===== config.mk =====
export PLATFORM = sky130hd
export DESIGN_NAME = xalu_seq
export DESIGN_NICKNAME = d
export VERILOG_FILES = /design/src/rtl/xalu_seq.sv
export SDC_FILE = /design/constraint.sdc
export NUM_CORES = 1
export LEC_CHECK = 0
export ABC_AREA = 1
export BUFFER_PORTS_ARGS = -buffer_cell sky130_fd_sc_hd__buf_2
export CAP_MARGIN = 20
export CORE_MARGIN = 8
export CORE_UTILIZATION = 62
export CTS_BUF_LIST = sky130_fd_sc_hd__clkbuf_8
export DETAILED_ROUTE_END_ITERATION = 6
export HOLD_SLACK_MARGIN = 0.06
export PLACE_DENSITY = 0.88
export SYNTH_ARGS = -nofsm -noshare
export SYNTH_HDL_FRONTEND = slang
export SYNTH_SLANG_ARGS = --single-unit

===== constraint.sdc =====
create_clock -name clk -period 4 [get_ports clk]
set_input_delay 0.6 -clock clk [delete_from_list [all_inputs] [get_ports clk]]
set_output_delay 0.6 -clock clk [all_outputs]
set_load 0.1 [all_outputs]

===== src/rtl/xalu_seq.sv =====
// rtl/xalu_seq.sv - sequential ALU with accumulator, valid/ready handshake and multi-cycle MUL/SHRN/SHLN
// A final FIN cycle applies com, registers result/flags and loads the accumulator.
module xalu_seq #(
  parameter int WIDTH = 8,
  parameter int SW    = $clog2(WIDTH)
) (
  input  logic             clk,
  input  logic             rst_n,
  input  logic             in_valid,
  output logic             in_ready,
  input  logic [3:0]       op,
  input  logic [WIDTH-1:0] a,
  input  logic [WIDTH-1:0] b,
  input  logic             use_acc,
  input  logic             ci_left,
  input  logic             ci_right,
  input  logic             com,
  output logic             out_valid,
  input  logic             out_ready,
  output logic [WIDTH-1:0] result,
  output logic             co_left,
  output logic             co_right,
  output logic             equ,
  output logic             zero,
  output logic             neg_zero,
  output logic             busy
);

  localparam int CW = SW + 1;

  localparam logic [3:0] OP_ADD  = 4'd0;
  localparam logic [3:0] OP_AND  = 4'd1;
  localparam logic [3:0] OP_OR   = 4'd2;
  localparam logic [3:0] OP_XOR  = 4'd3;
  localparam logic [3:0] OP_PASA = 4'd4;
  localparam logic [3:0] OP_PASB = 4'd5;
  localparam logic [3:0] OP_SHR  = 4'd6;
  localparam logic [3:0] OP_SHL  = 4'd7;
  localparam logic [3:0] OP_SUB  = 4'd8;
  localparam logic [3:0] OP_MUL  = 4'd9;
  localparam logic [3:0] OP_SHRN = 4'd10;
  localparam logic [3:0] OP_SHLN = 4'd11;

  typedef enum logic [1:0] {S_IDLE, S_FIN, S_EXEC, S_DONE} state_t;

  state_t           state_q, state_d;
  logic [3:0]       op_q, op_d;
  logic [WIDTH-1:0] a_q, a_d, b_q, b_d;
  logic             cil_q, cil_d, cir_q, cir_d, com_q, com_d;
  logic [WIDTH-1:0] hi_q, hi_d, lo_q, lo_d;
  logic             sbit_q, sbit_d;
  logic [CW-1:0]    cnt_q, cnt_d;
  logic [WIDTH-1:0] res_q, res_d, acc_q, acc_d;
  logic             col_q, col_d, cor_q, cor_d, equ_q, equ_d;

  logic [WIDTH-1:0] op_a;
  logic [CW-1:0]    n_in;
  logic             multi;
  logic [WIDTH-1:0] b_eff;
  logic [WIDTH:0]   add_sum;
  logic [WIDTH:0]   mul_sum;
  logic [WIDTH-1:0] fin_raw;
  logic             fin_col, fin_cor;

  assign op_a  = use_acc ? acc_q : a;
  assign n_in  = {1'b0, b[SW-1:0]};
  assign multi = (op == OP_MUL) || (((op == OP_SHRN) || (op == OP_SHLN)) && (n_in != '0));

  // SUB reuses the adder: A + ~B + ci_right
  assign b_eff   = (op_q == OP_SUB) ? ~b_q : b_q;
  assign add_sum = {1'b0, a_q} + {1'b0, b_eff} + {{WIDTH{1'b0}}, cir_q};
  assign mul_sum = {1'b0, hi_q} + (lo_q[0] ? {1'b0, a_q} : {(WIDTH+1){1'b0}});

  always_comb begin
    fin_raw = a_q;
    fin_col = 1'b0;
    fin_cor = 1'b0;
    case (op_q)
      OP_ADD, OP_SUB: begin
        fin_raw = add_sum[WIDTH-1:0];
        fin_col = add_sum[WIDTH];
      end
      OP_AND:  fin_raw = a_q & b_q;
      OP_OR:   fin_raw = a_q | b_q;
      OP_XOR:  fin_raw = a_q ^ b_q;
      OP_PASA: fin_raw = a_q;
      OP_PASB: fin_raw = b_q;
      OP_SHR: begin
        fin_raw = {cil_q, a_q[WIDTH-1:1]};
        fin_cor = a_q[0];
      end
      OP_SHL: begin
        fin_raw = {a_q[WIDTH-2:0], cir_q};
        fin_col = a_q[WIDTH-1];
      end
      OP_MUL: begin
        fin_raw = lo_q;
        fin_col = |hi_q;
      end
      OP_SHRN: begin
        fin_raw = lo_q;
        fin_cor = sbit_q;
      end
      OP_SHLN: begin
        fin_raw = lo_q;
        fin_col = sbit_q;
      end
      default: fin_raw = a_q;
    endcase
  end

  always_comb begin
    state_d = state_q;
    op_d    = op_q;
    a_d     = a_q;
    b_d     = b_q;
    cil_d   = cil_q;
    cir_d   = cir_q;
    com_d   = com_q;
    hi_d    = hi_q;
    lo_d    = lo_q;
    sbit_d  = sbit_q;
    cnt_d   = cnt_q;
    res_d   = res_q;
    acc_d   = acc_q;
    col_d   = col_q;
    cor_d   = cor_q;
    equ_d   = equ_q;
    case (state_q)
      S_IDLE: begin
        if (in_valid) begin
          op_d   = op;
          a_d    = op_a;
          b_d    = b;
          cil_d  = ci_left;
          cir_d  = ci_right;
          com_d  = com;
          hi_d   = '0;
          lo_d   = (op == OP_MUL) ? b : op_a;
          sbit_d = 1'b0;
          cnt_d  = (op == OP_MUL) ? CW'(WIDTH) : n_in;
          state_d = multi ? S_EXEC : S_FIN;
        end
      end
      S_EXEC: begin
        if (op_q == OP_MUL) begin
          // shift-add: accumulate into hi, multiplier bits retire out of lo
          hi_d = mul_sum[WIDTH:1];
          lo_d = {mul_sum[0], lo_q[WIDTH-1:1]};
        end else if (op_q == OP_SHRN) begin
          lo_d   = {cil_q, lo_q[WIDTH-1:1]};
          sbit_d = lo_q[0];
        end else begin
          lo_d   = {lo_q[WIDTH-2:0], cir_q};
          sbit_d = lo_q[WIDTH-1];
        end
        cnt_d = cnt_q - CW'(1);
        if (cnt_q == CW'(1)) state_d = S_FIN;
      end
      S_FIN: begin
        res_d   = fin_raw ^ {WIDTH{com_q}};
        acc_d   = fin_raw ^ {WIDTH{com_q}};
        col_d   = fin_col;
        cor_d   = fin_cor;
        equ_d   = (a_q == b_q);
        state_d = S_DONE;
      end
      S_DONE: begin
        if (out_ready) state_d = S_IDLE;
      end
      default: state_d = S_IDLE;
    endcase
  end

  always_ff @(posedge clk or negedge rst_n) begin
    if (!rst_n) begin
      state_q <= S_IDLE;
      op_q    <= '0;
      a_q     <= '0;
      b_q     <= '0;
      cil_q   <= 1'b0;
      cir_q   <= 1'b0;
      com_q   <= 1'b0;
      hi_q    <= '0;
      lo_q    <= '0;
      sbit_q  <= 1'b0;
      cnt_q   <= '0;
      res_q   <= '0;
      acc_q   <= '0;
      col_q   <= 1'b0;
      cor_q   <= 1'b0;
      equ_q   <= 1'b0;
    end else begin
      state_q <= state_d;
      op_q    <= op_d;
      a_q     <= a_d;
      b_q     <= b_d;
      cil_q   <= cil_d;
      cir_q   <= cir_d;
      com_q   <= com_d;
      hi_q    <= hi_d;
      lo_q    <= lo_d;
      sbit_q  <= sbit_d;
      cnt_q   <= cnt_d;
      res_q   <= res_d;
      acc_q   <= acc_d;
      col_q   <= col_d;
      cor_q   <= cor_d;
      equ_q   <= equ_d;
    end
  end

  assign in_ready  = (state_q == S_IDLE);
  assign out_valid = (state_q == S_DONE);
  assign busy      = (state_q == S_EXEC);
  assign result    = res_q;
  assign co_left   = col_q;
  assign co_right  = cor_q;
  assign equ       = equ_q;
  assign zero      = (res_q == '0);
  assign neg_zero  = &res_q;

endmodule


==> results.py <==
metrics = {
    "worst_setup_path": {
        "slowest_stage": "dfrtp_1",
        "crit_path_end_kind": "register",
        "path_cells": "nor2_2 > nand2_2 > xor2_1 > fa_1 > fa_1 > xor2_1 > o21ai_0 > nor2_1 > nand3_1 > nand2_1 > nand2_1 > nand3_1 > nand2_1",
        "path_max_fanout": 8,
        "crit_type": "register to register",
        "start_kind": "register",
        "cp.arrival_ns": 3.26,
        "crit_top_cell": "nand2_1",
        "cp_slowest_stage_delay_ns": 0.46,
        "worstPathRequired_ns": 4.30,
    },
    "synth": {
        "yosys-top-cells-count": "nand2_1 (221), inv_1 (97), o21ai_0 (75), dfrtp_1 (57), nor2_1 (43)",
        "yosysSeqAreaShare_pct": 30.94,
        "synth_warnings": 0,
        "syn_area_per_cell_um2": 6.632,
        "synth.top_cell.area_share_pct": 30.94,
        "async_reset_ff_share_pct": 100.0,
        "synth_area_um2": 4609,
        "ys_seq_elements": 57,
        "synthCells": 695,
        "synth_flop_cell": "dfrtp_1",
        "synth_area_leader_cell": "dfrtp_1",
        "synth_area_leaders": "dfrtp_1 (31%), nand2_1 (18%), ha_1 (10%), o21ai_0 (8.1%), inv_1 (7.9%)",
        "synth_enable_flop_cells": 0,
        "yosysUniqueCellTypes": 32,
        "synth_nets": 763,
        "yosysMostFrequentCell": "nand2_1",
    },
    "place": {
        "dp_hpwl_um": 10670,
        "place_inst": 823,
        "dpl_cell_area_um2": 4905,
        "dp_slack_ns": 1.118,
        "gp_congestion": 1.003,
        "portBuffers": 43,
    },
    "routing": {
        "wl_met1_um": 5877,
        "dr_wl_met3_um": 1166,
        "drt_wl_total_um": 13840,
        "drc": 0,
        "drtIter0Drc": 545,
        "route.met2.wl_um": 6321,
        "antenna_left": 0,
        "firstDrtPassIters": 5,
        "vias": 4845,
        "viasPerCell": 5.775,
        "highest_layer": "met4",
        "wl_per_cell_um": 16.49,
    },
    "clock_network": {
        "cts.clk_slew.worst_paths_ns": 0.07,
        "htreeDepth": 3,
        "post-cts-setup-buffers": 0,
        "postCtsResizedCells": 0,
        "cts_made_buffers": 9,
        "clockBufferDepth": 2,
        "cts_hold_buf": 0,
        "clk_latency_ns": 0.35,
        "cts.sinks": 57,
        "cts-root-buf": "clkbuf_8",
        "cts_tree": "yes",
    },
    "grt": {
        "grt_usage_pct": 28.15,
        "overflow": 0,
        "grt_max_degree": 32,
        "first_global_vias": 4846,
        "grt_antenna_before_repair": 0,
        "grt_pass1_wl_um": 22880,
    },
    "sta": {
        "final_hold_viol_count": 0,
        "fin_crit_sh_pct": 74.02,
        "skew_ns": 0.006858,
        "maxSlewViolCount": 0,
        "tns_ns": 0,
        "max_slew_margin_pct": 53.28,
        "finalSetupViolCount": 0,
        "period_minus_slack_ns": 2.961,
        "fin_ws_ns": 1.039,
        "worst_pin_slew_ns": 0.7008,
        "max_freq_ghz": 0.3378,
        "rsz0062_at_grt": "no",
    },
    "power": {
        "ir_drop_uv": 801.5,
        "total_power_mw": 4.890,
        "power_density_nw_per_um2": 958.8,
        "p_leak_nw": 2.768,
    },
    "final_layout": {
        "syn2layout_area_growth_pct": 10.64,
        "final_cells": 839,
        "seq_area_um2": 1426,
        "n_antenna_cell": 0,
        "multi_input_area_um2": 2734,
        "drive_above_1_share_pct": 10.14,
        "final_area_um2": 5100,
        "n_fill_cell": 643,
        "layout.nets": 803,
    },
    "run_status": {
        "outcome": "complete, no violations",
    },
    "floorplan": {
        "die_x_um": 102.2,
        "die-area_um2": 10450,
        "rows": 31,
        "core_area_um2": 7214,
        "ioPinCount": 44,
        "start_util_pct": 63.89,
        "die_h_um": 102.2,
    },
    "flow_run": {
        "cap_violations": 0,
    },
    "worst_hold_path": {
        "min_path_type": "primary input to asynchronous set/reset pin",
    },
}
worst max-delay path: cells and delay by family (launching register included):
| kind | cells | cell delay (ns) |
|---|---|---|
| AND/OR/NAND/NOR | 8 | 1.01 |
| adder cells (fa/ha/maj) | 2 | 0.87 |
| flip-flops | 1 | 0.46 |
| XOR/XNOR | 2 | 0.39 |
| AO/OA/AOI/OAI | 1 | 0.18 |
cell families after synthesis:
kind of cell / share of synthesized area [%]
xor gates and xnor gates: 2.090
and+or+nand+nor: 30.67
AOI/OAI and AO/OA: 15.07
adders and majority gates: 11.35
DFF: 30.94
buffers and inverters: 9.880
placed cells by master (no fill, tap or decap), drive strengths merged, types with 2 or more instances in the layout:
master	count
a21oi	25
a31oi	8
buf	45
clkbuf	9
clkinv	6
clkinvlp	2
dfrtp	57
fa	3
ha	37
inv	102
nand2	224
nand3	42
nand3b	6
nand4	9
nor2	49
nor3	6
nor4	3
o211ai	7
o21ai	78
o22ai	6
xor2	10
routing by layer:
layer  vias to the layer above  GRT usage [%]
met5                         -              0
met4                         0          14.33
met3                        46          5.926
met2                       246          44.53
met1                      2223          35.47
li1                       2330              -
metrics by stage:
step / hold slack (ns) / utilization, %
2_1_floorplan: 0.3044 / -
3_3_place_gp: 0.4586 / 67.98
3_5_place_dp: 0.4731 / 67.98
4_1_cts: 0.2621 / 70.69
5_1_grt: 0.3047 / 70.69
6_report: 0.2494 / 70.69
worst paths after layout:
kind,startpoint,endpoint,slack [ns],depth (start not counted)
min in group clk,ci_left,cil_q,0.45,3
hold reg to reg,co_left,co_left,0.50,2
hold / removal,rst_n,state_q[0],0.25,1
max in group asynchronous,rst_n,equ,2.89,2
setup / recovery,op_q[0],acc_q[2],1.04,13
setup reg to reg,op_q[0],acc_q[2],1.04,13
report_power, final:
| group | internal (mW) | switching (mW) |
|---|---|---|
| clock | 0.287 | 0.263 |
| combinational | 0.929 | 2.23 |
| sequential | 0.820 | 0.357 |
flip-flops by register name, summed over array words and instances, names as in the netlist:
register,cells
cnt_q,4
sbit_q,1
hi_q,8
acc_q,8
op_q,4
co_left,1
b_q,8
com_q,1
cil_q,1
cir_q,1
co_right,1
equ,1
state_q,2
a_q,8
lo_q,8
area by class of cell:
cell class                      count  share of cell area [%]
Clock buffer                        9                   2.429
Clock inverter                      7                   1.398
Inverter                          104                   7.655
Multi-Input combinational cell    518                   53.61
Sequential cell                    57                   27.97
Tap cell                           99                   2.429
Timing Repair Buffer               45                   4.514
(Power assumes the default switching activity.)
